### src/rtl/xor_bist_pkg.sv
// Shared definitions for the xor_bist block: FSM state encoding, vector
// set size, vector index type, error-count ceiling and small helpers.
package xor_bist_pkg;

    // Sweep controller states.
    typedef enum logic [2:0] {
        ST_IDLE   = 3'd0,
        ST_DRIVE  = 3'd1,
        ST_SETTLE = 3'd2,
        ST_CHECK  = 3'd3,
        ST_DONE   = 3'd4
    } state_t;

    // Number of {a,b} stimulus vectors in one sweep.
    localparam int NUM_VECTORS = 4;

    // Index into the stimulus vector set; its two bits are {a,b}.
    typedef logic [1:0] vec_idx_t;

    // Mismatch counter ceiling.
    localparam logic [3:0] ERR_MAX = 4'd15;

    // Saturating increment of the mismatch counter.
    function automatic logic [3:0] sat_inc(input logic [3:0] value);
        logic [3:0] result;
        if (value == ERR_MAX) begin
            result = ERR_MAX;
        end else begin
            result = value + 4'd1;
        end
        return result;
    endfunction

    // True for the states in which a sweep is in progress.
    function automatic logic is_active(input state_t st);
        logic result;
        case (st)
            ST_DRIVE:  result = 1'b1;
            ST_SETTLE: result = 1'b1;
            ST_CHECK:  result = 1'b1;
            default:   result = 1'b0;
        endcase
        return result;
    endfunction

endpackage

### src/rtl/xor_bist_vecgen.sv
// Stimulus vector generator for xor_bist. Holds the vector index counter.
// The 'vec' output is the index value that will be held after the current
// clock edge, so the parent can register a/b in step with its own state
// transition. 'last' flags that the currently held index is the final one.
module xor_bist_vecgen
    import xor_bist_pkg::*;
(
    input  logic     clk,
    input  logic     rst_n,
    input  logic     clear,
    input  logic     advance,
    output vec_idx_t vec,
    output logic     last
);

    vec_idx_t idx_r;
    vec_idx_t idx_nxt_s;

    // Next index: clear wins over advance; otherwise hold.
    always_comb begin
        idx_nxt_s = idx_r;
        if (clear) begin
            idx_nxt_s = 2'd0;
        end else if (advance) begin
            idx_nxt_s = idx_r + 2'd1;
        end else begin
            idx_nxt_s = idx_r;
        end
    end

    // Index register.
    always_ff @(posedge clk or negedge rst_n) begin
        if (!rst_n) begin
            idx_r <= 2'd0;
        end else begin
            idx_r <= idx_nxt_s;
        end
    end

    assign vec  = idx_nxt_s;
    assign last = (idx_r == vec_idx_t'(NUM_VECTORS - 1));

endmodule

### src/rtl/xor_bist.sv
// xor_bist: built-in self test for a 2-input XOR unit. One sweep applies
// {a,b} = 00, 01, 10, 11; each vector is driven for one cycle, allowed
// SETTLE_CYCLES cycles to settle, then the response c is compared against
// a^b. Mismatches are counted (saturating) and the first failing vector is
// recorded. done pulses for one cycle at the end of each sweep, and pass
// reports whether that sweep was clean.
//
// Optional feature: define XOR_BIST_LOOP_EN to let a start held high in
// DONE chain straight into another sweep, accumulating err_count and
// keeping first_fail across the chained sweeps. Without it every sweep
// returns to IDLE.
module xor_bist
    import xor_bist_pkg::*;
#(
    parameter int unsigned SETTLE_CYCLES = 1
) (
    input  logic       clk,
    input  logic       rst_n,
    input  logic       start,
    output logic       a,
    output logic       b,
    input  logic       c,
    output logic       busy,
    output logic       done,
    output logic       pass,
    output logic [3:0] err_count,
    output logic [1:0] first_fail
);

    // Last value of the settle counter before moving on to CHECK.
    localparam logic [3:0] SETTLE_LAST =
        (SETTLE_CYCLES == 32'd0) ? 4'd0 : 4'(SETTLE_CYCLES - 32'd1);
    localparam logic SETTLE_SKIP = (SETTLE_CYCLES == 32'd0);

    state_t     state_r;
    state_t     state_nxt_s;
    logic [3:0] cnt_r;
    logic [3:0] cnt_nxt_s;

    logic       a_r;
    logic       b_r;
    logic       busy_r;
    logic       done_r;
    logic       pass_r;
    logic [3:0] err_r;
    logic [1:0] ff_r;

    logic       pass_nxt_s;
    logic [3:0] err_nxt_s;
    logic [1:0] ff_nxt_s;

    logic       clear_s;    // restart vector index at 0
    logic       advance_s;  // step to next vector
    logic       launch_s;   // fresh sweep from IDLE: also clears results
    logic       mismatch_s;

    vec_idx_t   vec_s;
    logic       last_s;

    xor_bist_vecgen u_vecgen (
        .clk     (clk),
        .rst_n   (rst_n),
        .clear   (clear_s),
        .advance (advance_s),
        .vec     (vec_s),
        .last    (last_s)
    );

    // Sweep sequencing: next state and vector-generator controls.
    always_comb begin
        state_nxt_s = state_r;
        clear_s     = 1'b0;
        advance_s   = 1'b0;
        launch_s    = 1'b0;
        case (state_r)
            ST_IDLE: begin
                if (start) begin
                    state_nxt_s = ST_DRIVE;
                    clear_s     = 1'b1;
                    launch_s    = 1'b1;
                end else begin
                    state_nxt_s = ST_IDLE;
                end
            end
            ST_DRIVE: begin
                if (SETTLE_SKIP) begin
                    state_nxt_s = ST_CHECK;
                end else begin
                    state_nxt_s = ST_SETTLE;
                end
            end
            ST_SETTLE: begin
                if (cnt_r == SETTLE_LAST) begin
                    state_nxt_s = ST_CHECK;
                end else begin
                    state_nxt_s = ST_SETTLE;
                end
            end
            ST_CHECK: begin
                if (last_s) begin
                    state_nxt_s = ST_DONE;
                end else begin
                    state_nxt_s = ST_DRIVE;
                    advance_s   = 1'b1;
                end
            end
            ST_DONE: begin
`ifdef XOR_BIST_LOOP_EN
                if (start) begin
                    // Chained sweep: restart the vectors, keep the results.
                    state_nxt_s = ST_DRIVE;
                    clear_s     = 1'b1;
                end else begin
                    state_nxt_s = ST_IDLE;
                end
`else
                state_nxt_s = ST_IDLE;
`endif
            end
            default: begin
                state_nxt_s = ST_IDLE;
            end
        endcase
    end

    // Settle counter: counts cycles spent in SETTLE, zero elsewhere.
    always_comb begin
        cnt_nxt_s = 4'd0;
        if (state_r == ST_SETTLE) begin
            cnt_nxt_s = cnt_r + 4'd1;
        end else begin
            cnt_nxt_s = 4'd0;
        end
    end

    // Response checking and result bookkeeping.
    always_comb begin
        mismatch_s = (state_r == ST_CHECK) && (c != (a_r ^ b_r));
        err_nxt_s  = err_r;
        ff_nxt_s   = ff_r;
        pass_nxt_s = pass_r;
        if (launch_s) begin
            err_nxt_s  = 4'd0;
            ff_nxt_s   = 2'd0;
            pass_nxt_s = 1'b0;
        end else begin
            if (mismatch_s) begin
                err_nxt_s = sat_inc(err_r);
                if (err_r == 4'd0) begin
                    ff_nxt_s = {a_r, b_r};
                end else begin
                    ff_nxt_s = ff_r;
                end
            end else begin
                err_nxt_s = err_r;
                ff_nxt_s  = ff_r;
            end
            // pass is valid together with the done pulse.
            if (state_nxt_s == ST_DONE) begin
                pass_nxt_s = (err_nxt_s == 4'd0);
            end else begin
                pass_nxt_s = pass_r;
            end
        end
    end

    // State, counter and all registered outputs.
    always_ff @(posedge clk or negedge rst_n) begin
        if (!rst_n) begin
            state_r <= ST_IDLE;
            cnt_r   <= 4'd0;
            a_r     <= 1'b0;
            b_r     <= 1'b0;
            busy_r  <= 1'b0;
            done_r  <= 1'b0;
            pass_r  <= 1'b0;
            err_r   <= 4'd0;
            ff_r    <= 2'd0;
        end else begin
            state_r <= state_nxt_s;
            cnt_r   <= cnt_nxt_s;
            if (is_active(state_nxt_s)) begin
                a_r <= vec_s[1];
                b_r <= vec_s[0];
            end else begin
                a_r <= 1'b0;
                b_r <= 1'b0;
            end
            busy_r  <= is_active(state_nxt_s);
            done_r  <= (state_nxt_s == ST_DONE);
            pass_r  <= pass_nxt_s;
            err_r   <= err_nxt_s;
            ff_r    <= ff_nxt_s;
        end
    end

    assign a          = a_r;
    assign b          = b_r;
    assign busy       = busy_r;
    assign done       = done_r;
    assign pass       = pass_r;
    assign err_count  = err_r;
    assign first_fail = ff_r;

endmodule

### config.mk
export PLATFORM = sky130hd
export DESIGN_NAME = xor_bist
export DESIGN_NICKNAME = d
export VERILOG_FILES = /design/src/rtl/xor_bist_pkg.sv /design/src/rtl/xor_bist_vecgen.sv /design/src/rtl/xor_bist.sv
export SDC_FILE = /design/constraint.sdc
export NUM_CORES = 1
export LEC_CHECK = 0
export ABC_AREA = 1
export BUFFER_PORTS_ARGS = -buffer_cell sky130_fd_sc_hd__buf_2
export CAP_MARGIN = 0
export CORE_MARGIN = 4
export CORE_UTILIZATION = 63
export CTS_BUF_LIST = sky130_fd_sc_hd__clkbuf_4
export CTS_CLUSTER_SIZE = 10
export DETAILED_ROUTE_END_ITERATION = 7
export PLACE_DENSITY = 0.92
export SLEW_MARGIN = 20
export SYNTH_ARGS = -nofsm -noshare
export SYNTH_HDL_FRONTEND = slang
export SYNTH_HIERARCHICAL = 1
export SYNTH_SLANG_ARGS = --single-unit
### constraint.sdc
create_clock -name clk -period 2.9 [get_ports clk]
set_input_delay 0.145 -clock clk [delete_from_list [all_inputs] [get_ports clk]]
set_output_delay 0.145 -clock clk [all_outputs]
set_load 0.01 [all_outputs]
==> impl_metrics.csv, run 1 <==
group,metric,value,unit
setup_path,required,3.14,ns
drt,drt_first_pass_iters,4,
timing,worstMarginPinSlew,0.443,ns
setup_path,critPathLaunchType,"register",
synthesis,syn_area,1090,µm²
drt,finalWirelength,2.17,mm
global_route,gr-total-overflow,0,
timing,whs,0.294,ns
cts,htreeDepth,1,
cells_and_area,layout.nets,156,
run,max_cap_viol_count,0,
setup_path,worstSetupPathType,"register to register",
synthesis,ys_ff_latch,20,
global_route,antenna_found_initial,0,
pwr,pwr-share-clk,18.9,%
placed_design,hpwl,1.51,mm
drt,via_per_inst,5.55,
synthesis,yosysSeqAreaShare,46.0,%
drt,drc,0,
cells_and_area,multi_input_area,493,µm²
cells_and_area,fillCellCount,97,
timing,fin_tns_setup,0,ns
status,status,"finished clean",
drt,wl_per_cell,13.4,µm
cts,cts_num_sinks,20,
timing,grt_setup_unrepaired,"false",
cts,clock_path_buffers,2,
timing,fin_worst_skew,0.00245,ns
timing,finalMaxSlewViolations,0,
floorplanning,die_area,2450,µm²
setup_path,crit_slowest_cell,"dfrtp_1",
cts,root_buffer,"clkbuf_4",
floorplanning,die_y,49.5,µm
floorplanning,die_x,49.5,µm
floorplanning,initial_core_util,69.0,%
pwr,pwr-share-comb,45.2,%
drt,drt_iter0_markers,25,
setup_path,crit_top_cell,"nand2_1",
synthesis,yosys_warnings,6,
pwr,pwr-share-seq,35.8,%
setup_path,cp_max_fo,6,
pwr,switchingPower,0.000508,W
pwr,ir_worst_vdd,0.715,mV
timing,max_freq,603,MHz
cells_and_area,layout-drive-gt1-share,24.7,%
pwr,leakagePower,0.665,nW
setup_path,rr_worst_depth,10,
floorplanning,core-area,1580,µm²
cells_and_area,final-seq-area,500,µm²
pwr,cellPowerDensity,972,nW/µm²
placed_design,place.port_buffers,14,
min_path,hold_path_class,"input port to register",
cts,post_cts_buffers,0,
timing,finalHoldViolations,0,
setup_path,path_depth,10,
floorplanning,rows,14,
synthesis,synth_cells,127,
min_path,hold_path_depth,5,
cells_and_area,final_common_cell,"inv_1",
pwr,p_sw_share,42.2,%
drt,num_vias,899,
cts,cts_tree,"built",
timing,slew_headroom,70.4,%
setup_path,crit_family,"simple AND/OR/NAND/NOR gates",
pwr,power,0.00121,W
pwr,p_int,0.000697,W
cells_and_area,antennaDiodeCount,0,
global_route,grt_max_degree,21,
cells_and_area,layout_common_cells,"22 x inv_1, 20 x nor2_1, 20 x dfrtp_1",
synthesis,ys.flop_type,"dfrtp_1",
setup_path,worstPathArrival,1.90,ns
cells_and_area,final_util,78.7,%
setup_path,critical-path-max-stage-delay,0.46,ns
timing,period_needed,1.66,ns
timing,finalCritPeriodShare,57.2,%
cts,clk_pin_slew,0.11,ns
cts,cts_made_buffers,3,
synthesis,syn_nets,136,
global_route,grt_usage,19.8,%
setup_path,crit_buf_inv,1,
timing,setup_viol,0,
setup_path,cp_cell_sequence,"ha_1, nand2_1, inv_1, o21ai_0, nand2_2, nand2_2, nand2_1, nor2_2, nand2_1, a21oi_2",
global_route,grt_pass1_vias,826,
setup_path,endpoint_kind,"register",
drt,postRouteAntennaNets,0,
synthesis,synth_cell_types,25,
floorplanning,boundaryPins,15,
synthesis,syn_area_per_cell,8.56,µm²
synthesis,synth_edf_count,0,
placed_design,place_congestion,0.805,
cts,clock_latency,0.30,ns
cells_and_area,area_delta_synth_final,14.0,%
global_route,grt_pass1_wl,3.64,mm
synthesis,postSynth.asyncResetShare,100,%
-- synth_stat cells (2+ instances only) --
library cell | count | share of area [%]
a21oi_1 | 7 | 3.2
dfrtp_1 | 20 | 46
ha_1 | 5 | 5.8
inv_1 | 22 | 7.6
inv_2 | 2 | 0.69
nand2_1 | 17 | 5.9
nand2_2 | 7 | 4.0
nand3_1 | 5 | 2.3
nand4_1 | 3 | 1.7
nor2_1 | 20 | 6.9
nor2_2 | 2 | 1.2
o21ai_1 | 4 | 1.8
-- per-layer routing --
| metal | track usage (%) | share of wire [%] | up-vias |
|---|---|---|---|
| li1 | - | - | 435 |
| met1 | 23.9 | 44 | 415 |
| met2 | 32.4 | 46 | 38 |
| met3 | 5.42 | 6.8 | 11 |
| met4 | 9.68 | 3.7 | 0 |
| met5 | 0 | 0 | - |
-- cell families (layout without fill, tap and decap cells) --
family	count (synthesis)	count (layout)	share of synthesized area, %
simple gates	59	59	29.2
compound gates	16	16	8.75
buf+inv	25	44	8.63
flops	20	20	46.0
fa+ha+maj	5	5	5.75
xor+xnor	2	2	1.61
-- worst register-to-register path, stage by stage, from the launching register on --
cell and delay, ns:
dfrtp_1 0.46, ha_1 0.25, nand2_1 0.07, inv_1 0.06, o21ai_0 0.25, nand2_2 0.09, nand2_2 0.09, nand2_1 0.08
nor2_2 0.09, nand2_1 0.07, a21oi_2 0.11
-- worst paths after layout --
kind	startpoint	slack [ns]	endpoint
worst max register to register	err_count[0]	1.24	pass
worst min-delay path	c	0.29	err_count[3]
worst min register to register	cnt_r[0]	0.51	cnt_r[0]
max in group asynchronous	rst_n	2.30	err_count[0]
worst max-delay path	err_count[0]	1.24	pass
min in group asynchronous	rst_n	0.30	state_r[0]
-- power groups by stage --
| stage | Clock [W] | Sequential (W) | Combinational (W) |
|---|---|---|---|
| final | 0.000228 | 0.000432 | 0.000546 |
| after global routing | 0.000241 | 0.000445 | 0.000616 |
| after CTS | 0.000231 | 0.000431 | 0.000548 |
| after detailed placement | 0 | 0.000437 | 0.000533 |
| after global placement | 0 | 0.000431 | 0.000511 |
| after floorplan | 0 | 0.000448 | 0.000383 |
-- layout make-up --
class                           instances  area share, %
Tap cell                               16           1.61
Timing Repair Buffer                   15           6.46
Sequential cell                        20           40.4
Clock inverter                          1           2.42
Inverter                               25           7.57
Multi-Input combinational cell         82           39.8
Clock buffer                            3           1.82
-- stage by stage --
| stage | std cells | area (µm²) | worst slack, ns |
|---|---|---|---|
| 2_1_floorplan | 127 | 1090 | 1.47 |
| 3_3_place_gp | 157 | 1180 | 1.48 |
| 3_5_place_dp | 157 | 1180 | 1.38 |
| 4_1_cts | 162 | 1240 | 1.26 |
| 5_1_grt | 162 | 1240 | 1.14 |
| 6_report | 162 | 1240 | 1.24 |
-- what timing repair did --
action	in CTS	in global routing
endpoints found under the setup margin	0	0
endpoints found under the hold margin	20	0
hold buffers	1	0
gates resized for setup	0	0
-- flip-flops by register name (all words and copies together), names as in the netlist --
register,cells
a,1
cnt_r,4
b,1
state_r,3
busy,1
pass,1
first_fail,2
u_vecgen/idx_r,2
done,1
err_count,4
No activity file was read; power rests on OpenSTA's default activity.
==> run 2, diff against run 1 <==
--- a/config.mk
+++ b/config.mk
@@ -5,15 +5,15 @@
 export SDC_FILE = /design/constraint.sdc
 export NUM_CORES = 1
 export LEC_CHECK = 0
-export ABC_AREA = 1
+export ABC_AREA = 0
 export BUFFER_PORTS_ARGS = -buffer_cell sky130_fd_sc_hd__buf_2
 export CAP_MARGIN = 0
 export CORE_MARGIN = 4
-export CORE_UTILIZATION = 63
+export CORE_UTILIZATION = 57
 export CTS_BUF_LIST = sky130_fd_sc_hd__clkbuf_4
 export CTS_CLUSTER_SIZE = 10
 export DETAILED_ROUTE_END_ITERATION = 7
-export PLACE_DENSITY = 0.92
+export PLACE_DENSITY = 0.86
 export SLEW_MARGIN = 20
 export SYNTH_ARGS = -nofsm -noshare
 export SYNTH_HDL_FRONTEND = slang
==> constraint.sdc (replaced) <==
create_clock -name clk -period 1.6 [get_ports clk]
set_input_delay 0.08 -clock clk [delete_from_list [all_inputs] [get_ports clk]]
set_output_delay 0.08 -clock clk [all_outputs]
set_load 0.01 [all_outputs]
==> impl_metrics.csv, run 2 <==
group,metric,value,unit
status,status,"finished with violations",
status,violations,"negative setup slack",
timing,slew_headroom,68.8,%
timing,fin_worst_skew,0.00521,ns
drt,wl_per_cell,15.4,µm
cells_and_area,antennaDiodeCount,0,
timing,finalHoldViolations,0,
synthesis,yosysTopAreaCell,"dfrtp_1",
pwr,ir_worst_vdd,1.26,mV
global_route,antenna_found_initial,0,
cells_and_area,final_common_cell,"dfrtp_1",
global_route,grt_max_degree,21,
timing,grt_setup_unrepaired,"true",
timing,fin_tns_setup,-0.0348,ns
timing,finalMaxSlewViolations,0,
drt,drt_iter0_markers,26,
timing,whs,0.160,ns
cts,clock_latency,0.29,ns
global_route,grt_pass1_wl,3.35,mm
global_route,grt_usage,17.6,%
setup_path,worstReg2RegStart,"b",
floorplanning,die_area,2500,µm²
setup_path,reg2reg_slack,-0.02,ns
setup_path,crit_slowest_cell,"dfrtp_1",
floorplanning,core-area,1580,µm²
cts,clock_path_buffers,2,
cts,htreeDepth,1,
synthesis,synth_cell_types,30,
setup_path,rr_worst_depth,7,
synthesis,yosysMostFrequentCell,"dfrtp_1",
cells_and_area,layout.nets,129,
synthesis,yosysTopAreaCellShare,49.9,%
synthesis,postSynth.asyncResetShare,100,%
floorplanning,die_x,50.0,µm
placed_design,place.port_buffers,14,
cts,cts_tree,"built",
synthesis,synth.top_cells.by_area,"dfrtp_1 50%, ha_1 6.2%, nor2_1 4.9%, mux2i_1 3.0%, nor3_1 3.0%",
setup_path,endpoint_kind,"register",
setup_path,cp_cell_sequence,"xnor3_2, nor3_4, buf_6, buf_6, nand2_4, nor2_1, nor3_1",
min_path,hold_path_class,"input port to register",
timing,setup_slack,-0.0176,ns
cells_and_area,layout_common_cells,"20 x dfrtp_1, 14 x buf_2, 12 x nor2_1",
timing,max_freq,618,MHz
setup_path,worstPathArrival,1.78,ns
placed_design,dpl-instance-area,1130,µm²
floorplanning,die_y,50.0,µm
setup_path,crit_top_cell,"buf_6",
synthesis,yosysSeqAreaShare,49.9,%
cells_and_area,area_delta_synth_final,22.6,%
synthesis,syn_area_per_cell,10.8,µm²
setup_path,cp_max_fo,3,
placed_design,place_congestion,0.741,
placed_design,hpwl,1.41,mm
pwr,cellPowerDensity,1880,nW/µm²
synthesis,ys_ff_latch,20,
cts,cts_made_buffers,3,
synthesis,synth_cells,93,
synthesis,syn_nets,102,
timing,setup_viol,3,
min_path,holdPathEnd,"busy",
cts,clk_pin_slew,0.11,ns
global_route,grt_pass1_vias,793,
setup_path,critPathLaunchType,"register",
pwr,leakagePower,0.619,nW
synthesis,syn_area,1000,µm²
drt,postRouteAntennaNets,0,
setup_path,worstSetupPathType,"register to register",
drt,finalWirelength,2.08,mm
drt,drc,0,
timing,worstMarginPinSlew,0.466,ns
synthesis,ys.flop_type,"dfrtp_1",
synthesis,yosys_warnings,6,
drt,via_per_inst,5.94,
synthesis,synth_edf_count,0,
global_route,gr-total-overflow,0,
setup_path,critical-path-max-stage-delay,0.42,ns
timing,finalCritPeriodShare,101,%
cells_and_area,layout-drive-gt1-share,29.4,%
min_path,min_from,"start",
setup_path,required,1.76,ns
pwr,power,0.00231,W
cts,cts_num_sinks,20,
run,max_cap_viol_count,0,
floorplanning,rows,14,
synthesis,synth_common_cells,"20 x dfrtp_1, 13 x nor2_1, 6 x nor3_1",
cells_and_area,stdcell_area,1230,µm²
timing,period_needed,1.62,ns
drt,num_vias,802,
floorplanning,boundaryPins,15,
drt,drt_first_pass_iters,4,
floorplanning,initial_core_util,63.7,%
setup_path,rr_endpoint,"err_count[0]",
cts,root_buffer,"clkbuf_4",
min_path,hold_path_depth,3,
## run 2: power breakdown
group          internal, W  leakage, nW  switching, W
combinational     0.000602        0.342      0.000631
sequential        0.000681        0.261      0.000172
clock            0.0000905       0.0154      0.000138
total              0.00137        0.619      0.000941
## run 2: layout make-up
| type | instances | area, µm² |
|---|---|---|
| multi-input cells | 65 | 494 |
| clock buffers | 3 | 22.5 |
| inverters | 4 | 15.0 |
| repair buffers | 26 | 174 |
| well taps | 16 | 20.0 |
| fillers | 92 | 347 |
| flip-flops and latches | 20 | 500 |
| clock inverters | 1 | 3.75 |
## run 2: how the worst max path moves through the flow
stage | from | to | slack [ns] | depth (start not counted)
finish | b | err_count[0] | -0.02 | 7
floorplan | a | pass | -0.004 | 5
detailed placement | a | first_fail[1] | -0.15 | 5
global route | err_count[0] | pass | -0.11 | 6
global placement | a | first_fail[1] | -0.05 | 5
CTS | b | pass | -0.04 | 6
## run 2: kinds of logic (layout without fill, tap and decap cells)
logic type	Yosys count	after routing	synth area share (%)
adder cells (fa/ha/maj)	5	5	6.23
flip-flops	20	20	49.9
AO/OA/AOI/OAI	10	10	7.11
buffers and inverters	8	34	3.37
multiplexers	3	3	2.99
XOR/XNOR	5	5	5.86
AND/OR/NAND/NOR	42	42	24.6
## run 2: timing repair
action | 4_1_cts | 5_1_grt
resized for setup | 6 | 2
hold buffers | 1 | 0
setup buffers | 2 | 2
pin swaps | 10 | 2
setup endpoints to repair | 5 | 8
hold endpoints to repair | 20 | 0
## run 2: stage by stage
| step | util [%] | worst slack, ns | std cells |
|---|---|---|---|
| floorplan | - | -0.00448 | 93 |
| global placement | 71.5 | -0.0456 | 126 |
| detailed placement | 71.5 | -0.145 | 126 |
| CTS | 76.6 | -0.0373 | 133 |
| global route | 78.0 | -0.115 | 135 |
| finish | 78.0 | -0.0176 | 135 |
## run 2: metal layers
metal	part of all wire (%)	up-vias	GRT usage, %
met5	0	-	0
met4	0.82	0	6.91
met3	5.3	4	3.61
met2	50	34	30.0
met1	44	386	21.5
li1	-	378	-
## run 2: worst max-delay path, delay by kind of cell, from the launching register on
| family | cells | cell delay (ns) |
|---|---|---|
| flops | 1 | 0.42 |
| xor+xnor | 1 | 0.42 |
| simple gates | 4 | 0.41 |
| buf+inv | 2 | 0.25 |
==> run 3, diff against run 2 <==
--- a/config.mk
+++ b/config.mk
@@ -13,7 +13,7 @@
 export CTS_BUF_LIST = sky130_fd_sc_hd__clkbuf_4
 export CTS_CLUSTER_SIZE = 10
 export DETAILED_ROUTE_END_ITERATION = 7
-export PLACE_DENSITY = 0.86
+export PLACE_DENSITY_LB_ADDON = 0.08
 export SLEW_MARGIN = 20
 export SYNTH_ARGS = -nofsm -noshare
 export SYNTH_HDL_FRONTEND = slang
==> impl_metrics.csv, run 3 (same netlist as run 2, synthesis figures left out) <==
group,metric,value,unit
status,status,"finished with violations",
status,violations,"negative setup slack",
placed_design,place_congestion,0.824,
setup_path,critPathLaunchType,"register",
cells_and_area,antennaDiodeCount,0,
setup_path,cp_max_fo,8,
setup_path,reg2reg_slack,-0.07,ns
drt,finalWirelength,2.01,mm
cells_and_area,final_common_cell,"dfrtp_1",
timing,fin_worst_skew,0.00185,ns
timing,period_needed,1.67,ns
setup_path,cp_cell_sequence,"xnor3_2, nor3_4, buf_6, nand2_4, nor2_4, nor3_2",
floorplanning,initial_core_util,63.7,%
global_route,grt_pass1_vias,789,
global_route,grt_max_degree,21,
cts,htreeDepth,1,
placed_design,place.port_buffers,14,
cells_and_area,layout_common_cells,"20 x dfrtp_1, 14 x buf_2, 12 x nor2_1",
global_route,antenna_found_initial,0,
cts,clk_pin_slew,0.10,ns
global_route,grt_pass1_wl,3.53,mm
cts,cts_made_buffers,3,
setup_path,worstReg2RegStart,"b",
cts,root_buffer,"clkbuf_4",
min_path,hold_path_class,"input port to register",
cts,cts_num_sinks,20,
timing,worstMarginPinSlew,0.480,ns
setup_path,critPathCapture,"err_count[0]",
cts,clock_path_buffers,2,
timing,finalHoldViolations,0,
global_route,grt_use_met2,32.2,%
floorplanning,core-area,1580,µm²
global_route,grt_busiest_layer,"met2",
drt,via_per_inst,5.68,
global_route,gr-total-overflow,0,
global_route,gr-usage-met3,3.92,%
drt,wl_per_cell,15.1,µm
floorplanning,boundaryPins,15,
setup_path,critical-path-max-stage-delay,0.42,ns
setup_path,required,1.79,ns
global_route,met1_usage,23.7,%
pwr,cellPowerDensity,1860,nW/µm²
timing,setup_slack,-0.0713,ns
timing,setup_viol,4,
cells_and_area,area_delta_synth_final,22.2,%
drt,drt_first_pass_iters,4,
timing,finalCritPeriodShare,104,%
run,max_cap_viol_count,0,
drt,postRouteAntennaNets,0,
setup_path,worstPathArrival,1.86,ns
floorplanning,die_x,50.0,µm
cells_and_area,layout.nets,128,
cells_and_area,layout-drive-gt1-share,30.8,%
timing,slew_headroom,68.0,%
setup_path,crit_slowest_cell,"xnor3_2",
pwr,ir_worst_vdd,1.25,mV
drt,drt_iter0_markers,2,
setup_path,rr_endpoint,"err_count[0]",
cts,cts_tree,"built",
timing,fin_tns_setup,-0.196,ns
timing,max_freq,598,MHz
setup_path,worstSetupStartpoint,"b",
global_route,grt_usage,19.2,%
timing,grt_setup_unrepaired,"true",
setup_path,endpoint_kind,"register",
setup_path,worstSetupPathType,"register to register",
timing,finalMaxSlewViolations,0,
floorplanning,die_y,50.0,µm
pwr,leakagePower,0.620,nW
drt,drc,0,
floorplanning,rows,14,
floorplanning,die_area,2500,µm²
drt,num_vias,756,
timing,whs,0.133,ns
placed_design,hpwl,1.46,mm
setup_path,rr_worst_depth,6,
cts,clock_latency,0.31,ns
-- run 3: changes by cell type in the layout (fill, tap and decap cells not counted), sizes merged --
cell | before | now
clkinv | 1 | 0
buf | 25 | 24
-- run 3: through the flow --
stage / cell area [µm²] / utilization (%) / worst slack, ns / total power, W / instances
2_1_floorplan: 1000 / - / -0.00448 / 0.00157 / 93
3_3_place_gp: 1150 / 72.9 / 0.00336 / 0.00191 / 129
3_5_place_dp: 1150 / 72.9 / -0.0760 / 0.00198 / 129
4_1_cts: 1190 / 75.4 / 0.00238 / 0.00223 / 133
5_1_grt: 1230 / 77.8 / -0.135 / 0.00249 / 133
6_report: 1230 / 77.8 / -0.0713 / 0.00228 / 133
-- run 3: per-layer routing --
layer,vias up,part of all wire [%],wire length [µm]
met3,6,3.5,70
met4,0,2.0,40
met1,358,46,916
met2,15,49,978
met5,-,0,0
li1,377,-,-
-- run 3: area by class of cell --
type	instances	area (µm²)
Multi-Input combinational cell	65	509
Sequential cell	20	500
Inverter	4	15.0
Tap cell	16	20.0
Fill cell	116	350
Clock buffer	3	22.5
Timing Repair Buffer	25	159
-- run 3: worst min-delay path by stage --
stage	depth (start not counted)	start	slack, ns	endpoint
global route	3	start	0.14	busy
global placement	1	rst_n	0.04	cnt_r[0]
detailed placement	1	rst_n	0.05	cnt_r[2]
CTS	3	start	0.13	busy
floorplan	0	rst_n	-0.22	a
finish	3	start	0.13	busy
-- run 3: where the power goes --
part	leakage [nW]	internal [W]	switching (W)
registers	0.261	0.000681	0.000145
clock network	0.0138	0.0000882	0.000154
logic	0.345	0.000575	0.000642
-- run 3: critical path, delay by kind of cell (launching register included) --
kind | cells | cell delay [ns]
simple gates | 4 | 0.56
xor+xnor | 1 | 0.42
flops | 1 | 0.41
buf+inv | 1 | 0.17
-- run 3: what timing repair did --
action                                 4_1_cts  5_1_grt
setup endpoints to repair                    2        9
endpoints found under the hold margin       20        0
pin swaps                                    0        9
hold buffers                                 1        0
setup buffers                                0        0
gates resized for setup                      1        8
